--- src/rtl/freq_readout.sv ---
// Sweeps the 4-entry frequency bank, averages the entries and converts the mean to packed BCD.
// The result is offered on a valid/ready handshake and held afterwards for display persistence.
module freq_readout #(
    parameter int DATA_WIDTH     = 26,
    parameter int DIGITS         = 8,
    parameter int REFRESH_CYCLES = 50_000_000
) (
    input  logic                    clk,
    input  logic                    reset_n,
    output logic [1:0]              addr_r,
    input  logic [DATA_WIDTH-1:0]   data_r,
    output logic [DATA_WIDTH-1:0]   avg_out,
    output logic [4*DIGITS-1:0]     bcd_out,
    output logic                    overflow,
    output logic                    valid,
    input  logic                    ready
);

    localparam int TW = $clog2(REFRESH_CYCLES);
    localparam int SW = DATA_WIDTH + 2;
    localparam int BW = 4 * DIGITS;
    localparam int CW = $clog2(DATA_WIDTH + 1);

    function automatic logic [63:0] dec_limit(input int n);
        logic [63:0] r;
        r = 64'd1;
        for (int i = 0; i < n; i++) r = r * 64'd10;
        return r - 64'd1;
    endfunction

    localparam logic [63:0] DEC_MAX = dec_limit(DIGITS);

    // Double-dabble correction: any digit of 5 or more gets +3 before the next shift.
    function automatic logic [BW-1:0] add3_digits(input logic [BW-1:0] b);
        logic [BW-1:0] r;
        r = b;
        for (int i = 0; i < DIGITS; i++) begin
            if (r[4*i +: 4] >= 4'd5) r[4*i +: 4] = r[4*i +: 4] + 4'd3;
        end
        return r;
    endfunction

    function automatic logic [BW-1:0] saturate_bcd(input logic [BW-1:0] b, input logic ovf);
        return ovf ? {DIGITS{4'h9}} : b;
    endfunction

    typedef enum logic [2:0] {S_IDLE, S_READ, S_AVG, S_CONV, S_OUT} state_t;

    state_t                  state_q;
    logic [TW-1:0]           timer_q;
    logic                    tick_q;
    logic                    pending_q;
    logic                    phase_q;
    logic [1:0]              addr_q;
    logic [SW-1:0]           sum_q;
    logic [DATA_WIDTH-1:0]   avg_q;
    logic [DATA_WIDTH-1:0]   bin_q;
    logic [BW-1:0]           dab_q;
    logic [CW-1:0]           cnt_q;
    logic [DATA_WIDTH-1:0]   avg_out_q;
    logic [BW-1:0]           bcd_out_q;
    logic                    ovf_out_q;
    logic                    valid_q;

    logic [BW-1:0]           dab_adj_d;
    logic                    ovf_d;
    logic                    timer_wrap_d;

    assign dab_adj_d    = add3_digits(dab_q);
    assign ovf_d        = ({{(64-DATA_WIDTH){1'b0}}, avg_q} > DEC_MAX);
    assign timer_wrap_d = (timer_q == TW'(REFRESH_CYCLES - 1));

    // Timer runs independently of the FSM so the sweep period stays exact under continuous ready.
    always_ff @(posedge clk or negedge reset_n) begin
        if (!reset_n) begin
            timer_q <= '0;
            tick_q  <= 1'b0;
        end else begin
            timer_q <= timer_wrap_d ? '0 : timer_q + 1'b1;
            tick_q  <= timer_wrap_d;
        end
    end

    always_ff @(posedge clk or negedge reset_n) begin
        if (!reset_n) begin
            state_q   <= S_IDLE;
            pending_q <= 1'b0;
            phase_q   <= 1'b0;
            addr_q    <= 2'd0;
            sum_q     <= '0;
            avg_q     <= '0;
            bin_q     <= '0;
            dab_q     <= '0;
            cnt_q     <= '0;
            avg_out_q <= '0;
            bcd_out_q <= '0;
            ovf_out_q <= 1'b0;
            valid_q   <= 1'b0;
        end else begin
            if (tick_q && state_q != S_IDLE) pending_q <= 1'b1;
            case (state_q)
                S_IDLE: begin
                    if (tick_q || pending_q) begin
                        pending_q <= 1'b0;
                        sum_q     <= '0;
                        addr_q    <= 2'd0;
                        phase_q   <= 1'b0;
                        state_q   <= S_READ;
                    end
                end
                S_READ: begin
                    // addr_q doubles as the entry index; phase B captures the entry it points at.
                    if (!phase_q) begin
                        phase_q <= 1'b1;
                    end else begin
                        sum_q   <= sum_q + SW'(data_r);
                        phase_q <= 1'b0;
                        if (addr_q == 2'd3) state_q <= S_AVG;
                        else                addr_q  <= addr_q + 2'd1;
                    end
                end
                S_AVG: begin
                    avg_q   <= sum_q[SW-1:2];
                    bin_q   <= sum_q[SW-1:2];
                    dab_q   <= '0;
                    cnt_q   <= '0;
                    state_q <= S_CONV;
                end
                S_CONV: begin
                    // DATA_WIDTH shift cycles, then one publishing cycle that enters OUT.
                    if (cnt_q == CW'(DATA_WIDTH)) begin
                        avg_out_q <= avg_q;
                        ovf_out_q <= ovf_d;
                        bcd_out_q <= saturate_bcd(dab_q, ovf_d);
                        valid_q   <= 1'b1;
                        state_q   <= S_OUT;
                    end else begin
                        dab_q <= {dab_adj_d[BW-2:0], bin_q[DATA_WIDTH-1]};
                        bin_q <= bin_q << 1;
                        cnt_q <= cnt_q + 1'b1;
                    end
                end
                S_OUT: begin
                    if (ready) begin
                        valid_q <= 1'b0;
                        state_q <= S_IDLE;
                    end
                end
                default: state_q <= S_IDLE;
            endcase
        end
    end

    assign addr_r   = addr_q;
    assign avg_out  = avg_out_q;
    assign bcd_out  = bcd_out_q;
    assign overflow = ovf_out_q;
    assign valid    = valid_q;

endmodule

--- config.mk ---
export PLATFORM = sky130hd
export DESIGN_NAME = freq_readout
export DESIGN_NICKNAME = d
export VERILOG_FILES = /design/src/rtl/freq_readout.sv
export SDC_FILE = /design/constraint.sdc
export NUM_CORES = 1
export LEC_CHECK = 0
export ABC_AREA = 1
export CAP_MARGIN = 0
export CORE_MARGIN = 2
export CORE_UTILIZATION = 25
export DETAILED_ROUTE_END_ITERATION = 7
export GPL_ROUTABILITY_DRIVEN = 1
export GPL_TIMING_DRIVEN = 1
export PLACE_DENSITY = 0.38
export SLEW_MARGIN = 20
export SYNTH_ARGS = -nofsm -noshare
export SYNTH_HDL_FRONTEND = slang
export SYNTH_SLANG_ARGS = --single-unit
--- constraint.sdc ---
create_clock -name clk -period 2.1 [get_ports clk]
set_input_delay 0.315 -clock clk [delete_from_list [all_inputs] [get_ports clk]]
set_output_delay 0.315 -clock clk [all_outputs]
set_load 0.05 [all_outputs]
-- After elaboration in Yosys (flattened, before gate mapping)
Index checks and enable logic that the tools add are counted.
- register bits: 210
- $lt $le $gt $ge: 8
- equality and inequality tests: 14
- reductions and logical operators: 14
- $add $sub $neg: 12
- mux-type cells: 37
- operator list (cell ; count):
    32-bit one-hot mux with 2 select lines ; 1
    28-bit 2-to-1 mux ; 2
    28-bit one-hot mux with 2 select lines ; 1
    26-bit 2-to-1 mux ; 2
    26-bit one-hot mux with 2 select lines ; 1
    4-bit by 3-bit greater-or-equal comparator with 1-bit output (second input constant) ; 8
    32-bit 2-to-1 mux ; 1
    28-bit by 26-bit adder with 28-bit output ; 1
    4-bit by 2-bit adder with 4-bit output (second input constant) ; 7
    4-bit 2-to-1 mux ; 7
    26-bit by 1-bit adder with 26-bit output (second input constant) ; 1
    26-bit == test (second input constant) ; 1
    3-bit 2-to-1 mux ; 6
    3-bit one-hot mux with 5 select lines ; 1
    2-bit inequality test (second input constant) ; 7
    5-bit one-hot mux with 2 select lines ; 1
    1-bit 2-to-1 mux ; 7
    3-bit by 2-bit == test with 1-bit output (second input constant) ; 2
    2-bit 2-to-1 mux ; 3
    2-bit AND reduction ; 3
    3-bit AND reduction ; 2
    2-bit nonzero test ; 3
    5-bit by 1-bit adder with 5-bit output (second input constant) ; 1
    5-bit == test (second input constant) ; 1
    14 further kinds ; 15

-- Longest topological paths before layout
- depth after elaboration: 5
- gate-level depth with buffers: 13

-- Worst setup path after synthesis
Ideal clock, no wire load.
- kind: reg-to-reg
- start point: register sum_q[0]
- end point: register sum_q[20]
- period minus slack after synthesis: 1.802 ns
- library setup time: 0.117 ns
- arrival time: 1.685 ns
- setup slack: 0.298 ns
- data required time: 1.983 ns
- cell stages (with the launch flop): 13
- path buffers: 0
- cell sequence: dfrtp_1 > ha_1 > fa_1 > nand2_1 > nand3_1 > nand3_1 > nand2_1 > nand2_1 > nand2_1 > nand2_1 > nand3_1 > nand3_1 > nand2_1
- word-level cells in the longest chain between the ends: 3
- ends and longest elaborated chain (element ; RTL line ; text):
    from (decl) ; 55 ; logic [SW-1:0] sum_q;
    from (signal assigned) ; 116 ; sum_q <= sum_q + SW'(data_r);
    28-bit by 26-bit adder with 28-bit output ; 116 ;
    28-bit 2-to-1 mux ; 113 ; if (!phase_q) begin
    28-bit one-hot mux with 2 select lines ; 101 ; case (state_q)
No other way between the ends. The select of a mux whose other input is x is not followed.
A chain may end at the register's enable or synchronous reset.

-- Worst setup path in the final report
- start point: register bcd_out_q[4] (netlist: bcd_out[4])
- end point: output bcd_out[4]
- RTL lines (element ; RTL line ; text):
    from (decl) ; 61 ; logic [BW-1:0] bcd_out_q;
    from (signal assigned) ; 134 ; bcd_out_q <= saturate_bcd(dab_q, ovf_d);
    to (decl) ; 13 ; output logic [4*DIGITS-1:0] bcd_out,
No word-level cell between the ends.

==> flow_metrics.env <==
export IMPL_outcome="finished clean"
export IMPL_p_total_uw=9305
export IMPL_gr_total_overflow=0
export IMPL_worst_path_buf_inv=1
export IMPL_timing_final_hold_violations=0
export IMPL_synth_edf_count=0
export IMPL_worstPathArrival_ps=1710
export IMPL_synth_compound_area_share_pct=13.73
export IMPL_synth_cell_type_count=44
export IMPL_stdcell_area_um2=13850
export IMPL_syn2layout_area_growth_pct=27.82
export IMPL_crit_path_end_kind="primary output"
export IMPL_cp_slowest_cell="clkdlybuf4s50_1"
export IMPL_hold_path_class="input pin to asynchronous set/reset pin"
export IMPL_crit_chain="clkdlybuf4s50_1"
export IMPL_synth_top_family_by_area="simple AND/OR/NAND/NOR gates"
export IMPL_antenna_cells=0
export IMPL_root_buffer="clkbuf_16"
export IMPL_synthXorXnorAreaFrac_pct=2.506
export IMPL_place_gp_congestion=0.8078
export IMPL_synth_warnings=0
export IMPL_start_util_pct=25.27
export IMPL_netlist_area_um2=10840
export IMPL_finalCriticalPeriod_ps=2021
export IMPL_drt_first_iter_violations=479
export IMPL_drive_above_1_share_pct=8.796
export IMPL_antenna_left=0
export IMPL_ys_ff_latch=210
export IMPL_final_nets=1570
export IMPL_grt_usage_pct=13.80
export IMPL_wl_per_cell_um=14.35
export IMPL_clk_latency_ps=560
export IMPL_crit_fanout=2
export IMPL_cp_start_kind="flip-flop"
export IMPL_clockBufferDepth=3
export IMPL_die_w_um=212.2
export IMPL_coreArea_um2=42890
export IMPL_crit_family="buffers and inverters"
export IMPL_fin_crit_sh_pct=96.23
export IMPL_setup_violations=0
export IMPL_placed_area_um2=12920
export IMPL_power_density_nw_per_um2=671.9
export IMPL_rsz0062_at_grt="false"
export IMPL_cts_buffers_inserted=28
export IMPL_synthAdderAreaFrac_pct=5.497
export IMPL_first_pass_iters=4
export IMPL_drv_cap=0
export IMPL_cts_tree="yes"
export IMPL_post_dp_hpwl_um=21810
export IMPL_finalSetupTns_ps=0
export IMPL_synthMuxAreaShare_pct=0
export IMPL_clk_pin_slew_worst_paths_ps=60
export IMPL_grt_pass1_wl_um=49420
export IMPL_slowest_delay_ps=810
export IMPL_ys_seq_area_share_pct=48.50
export IMPL_grt_pass1_vias=9086
export IMPL_synth_simple_gate_area_share_pct=20.99
export IMPL_placementRows=76
export IMPL_slew_headroom_pct=61.57
export IMPL_cts_max_level=1
export IMPL_crit_required_ps=1780
export IMPL_async_flop_share_pct=100.0
export IMPL_antenna_found_initial=0
export IMPL_wl_um=30100
export IMPL_peakVddDrop_uv=533.6
export IMPL_die_h_um=212.2
export IMPL_num_vias=8996
export IMPL_synth_nets=1413
export IMPL_pin_count=91
export IMPL_tightest_slew_ps=578.7
export IMPL_fillCellCount=4519
export IMPL_via_per_inst=4.290
export IMPL_worstSetupPathType="flip-flop to primary output"
export IMPL_final_max_slew_viol_count=0
export IMPL_grt_max_degree=71
export IMPL_fmax_ghz=0.4948
export IMPL_cts_sinks=210
export IMPL_die_area_um2=45020
export IMPL_synth_avg_cell_area_um2=8.104
export IMPL_synthFlopType="dfrtp_1"
export IMPL_port_buffers=89
export IMPL_leakage_uw=0.006614
export IMPL_drc=0
export IMPL_syn_inst=1337
export IMPL_skew_ps=20.00
-- report_power, final --
part	switching [uW]	internal (uW)	total, uW
Combinational	300	210	511
Sequential	0	4050	4050
Clock	1820	2930	4750
Total	2120	7180	9300
-- cell type report --
| type | instances | area [um2] | area share (%) |
|---|---|---|---|
| clock buffer | 43 | 828.3 | 5.981 |
| clock inverter | 5 | 80.08 | 0.5782 |
| inverter | 206 | 773.2 | 5.583 |
| multi-input combinational | 886 | 4651 | 33.58 |
| sequential | 210 | 5255 | 37.94 |
| tap | 585 | 732.0 | 5.285 |
| timing repair buffer | 162 | 1530 | 11.05 |
-- repair_timing --
action	CTS	global route
setup endpoints to repair	15	10
hold buffers	1	0
hold endpoints to repair	42	0
gates resized for setup	15	9
setup buffers	0	0
cloned	0	0
pin swaps	0	0
-- layer usage --
metal  wire, um  GRT usage [%]  share of wire, %  up-vias
met2      13210          21.98                44      128
met1      14990          19.24                50     4164
met3       1240          2.245               4.1       38
met5          0              0                 0        -
li1           -              -                 -     4666
met4        655          4.007               2.2        0
-- logic make-up (layout without fill, tap and decap cells) --
kind of cell / count (synthesis) / count (layout)
compound gates: 258 / 258
simple gates: 549 / 549
other cells: 1 / 1
fa+ha+maj: 47 / 47
buf+inv: 241 / 416
flops: 210 / 210
xor+xnor: 31 / 31
-- layout by cell type (no fill, tap or decap), types with 15 or more instances in the layout --
cell type	netlist	layout
a21oi_1	48	48
buf_4	1	65
clkbuf_16	0	29
clkdlybuf4s50_1	0	67
dfrtp_1	210	210
dlygate4sd2_1	0	15
ha_1	46	46
inv_1	200	200
nand2_1	346	344
nand3_1	44	43
nand4_1	15	15
nor2_1	103	103
nor3_1	18	18
o21ai_0	112	112
o21ai_1	33	33
o221ai_1	24	24
o22ai_1	17	17
xor2_1	27	27
-- Yosys cell counts, types with 4 or more instances --
master     count  area, um2
nand4_1       15      93.84
o22ai_1       17      106.4
nor3_1        18      90.09
a21oi_1       48      240.2
o32ai_1        7      61.31
buf_2         13      65.06
inv_1        200      750.7
nor4_1         5      31.28
nand2_1      346       1299
xor2_1        27      236.5
dfrtp_1      210       5255
inv_2          6      22.52
nand3_1       44      220.2
o221ai_1      24      210.2
o2111ai_1      7      61.31
clkbuf_1      17      63.81
o21ai_0      112      560.5
ha_1          46      575.6
xnor2_1        4      35.03
o21ai_1       33      165.2
nor2_1       103      386.6
-- state kept, by name, indices dropped and copies added (netlist names) --
signal	cells
valid	1
avg_q	26
tick_q	1
pending_q	1
cnt_q	5
bin_q	26
state_q	3
avg_out	26
dab_q	32
bcd_out	32
sum_q	28
phase_q	1
timer_q	26
addr_r	2
-- final timing paths --
path | cells past startpoint | end | slack (ps) | startpoint
worst max-delay path | 1 | bcd_out[4] | 80 | bcd_out[4]$_DFFE_PN0P_
max in group asynchronous | 3 | avg_out[24]$_DFFE_PN0P_ | 1130 | reset_n
worst max register to register | 12 | sum_q[12]$_DFFE_PN0P_ | 190 | sum_q[0]$_DFFE_PN0P_
worst min register to register | 1 | timer_q[24]$_DFF_PN0_ | 470 | timer_q[24]$_DFF_PN0_
worst min-delay path | 2 | bcd_out[27]$_DFFE_PN0P_ | 270 | reset_n
min in group clk | 1 | timer_q[24]$_DFF_PN0_ | 470 | timer_q[24]$_DFF_PN0_
-- through the flow --
| stage | utilization [%] | setup WS (ps) | hold WS (ps) | std cells |
|---|---|---|---|---|
| after global placement | 30.14 | -271.2 | 264.9 | 2048 |
| after global routing | 32.29 | 0.4837 | 275.3 | 2097 |
| after CTS | 32.24 | 4.763 | 261.9 | 2097 |
| after floorplan | - | 297.8 | 19.41 | 1337 |
| after detailed placement | 30.14 | -269.3 | 265.1 | 2048 |
| final | 32.29 | 79.14 | 274.1 | 2097 |
Note: power is estimated with default switching activity, not from simulation.
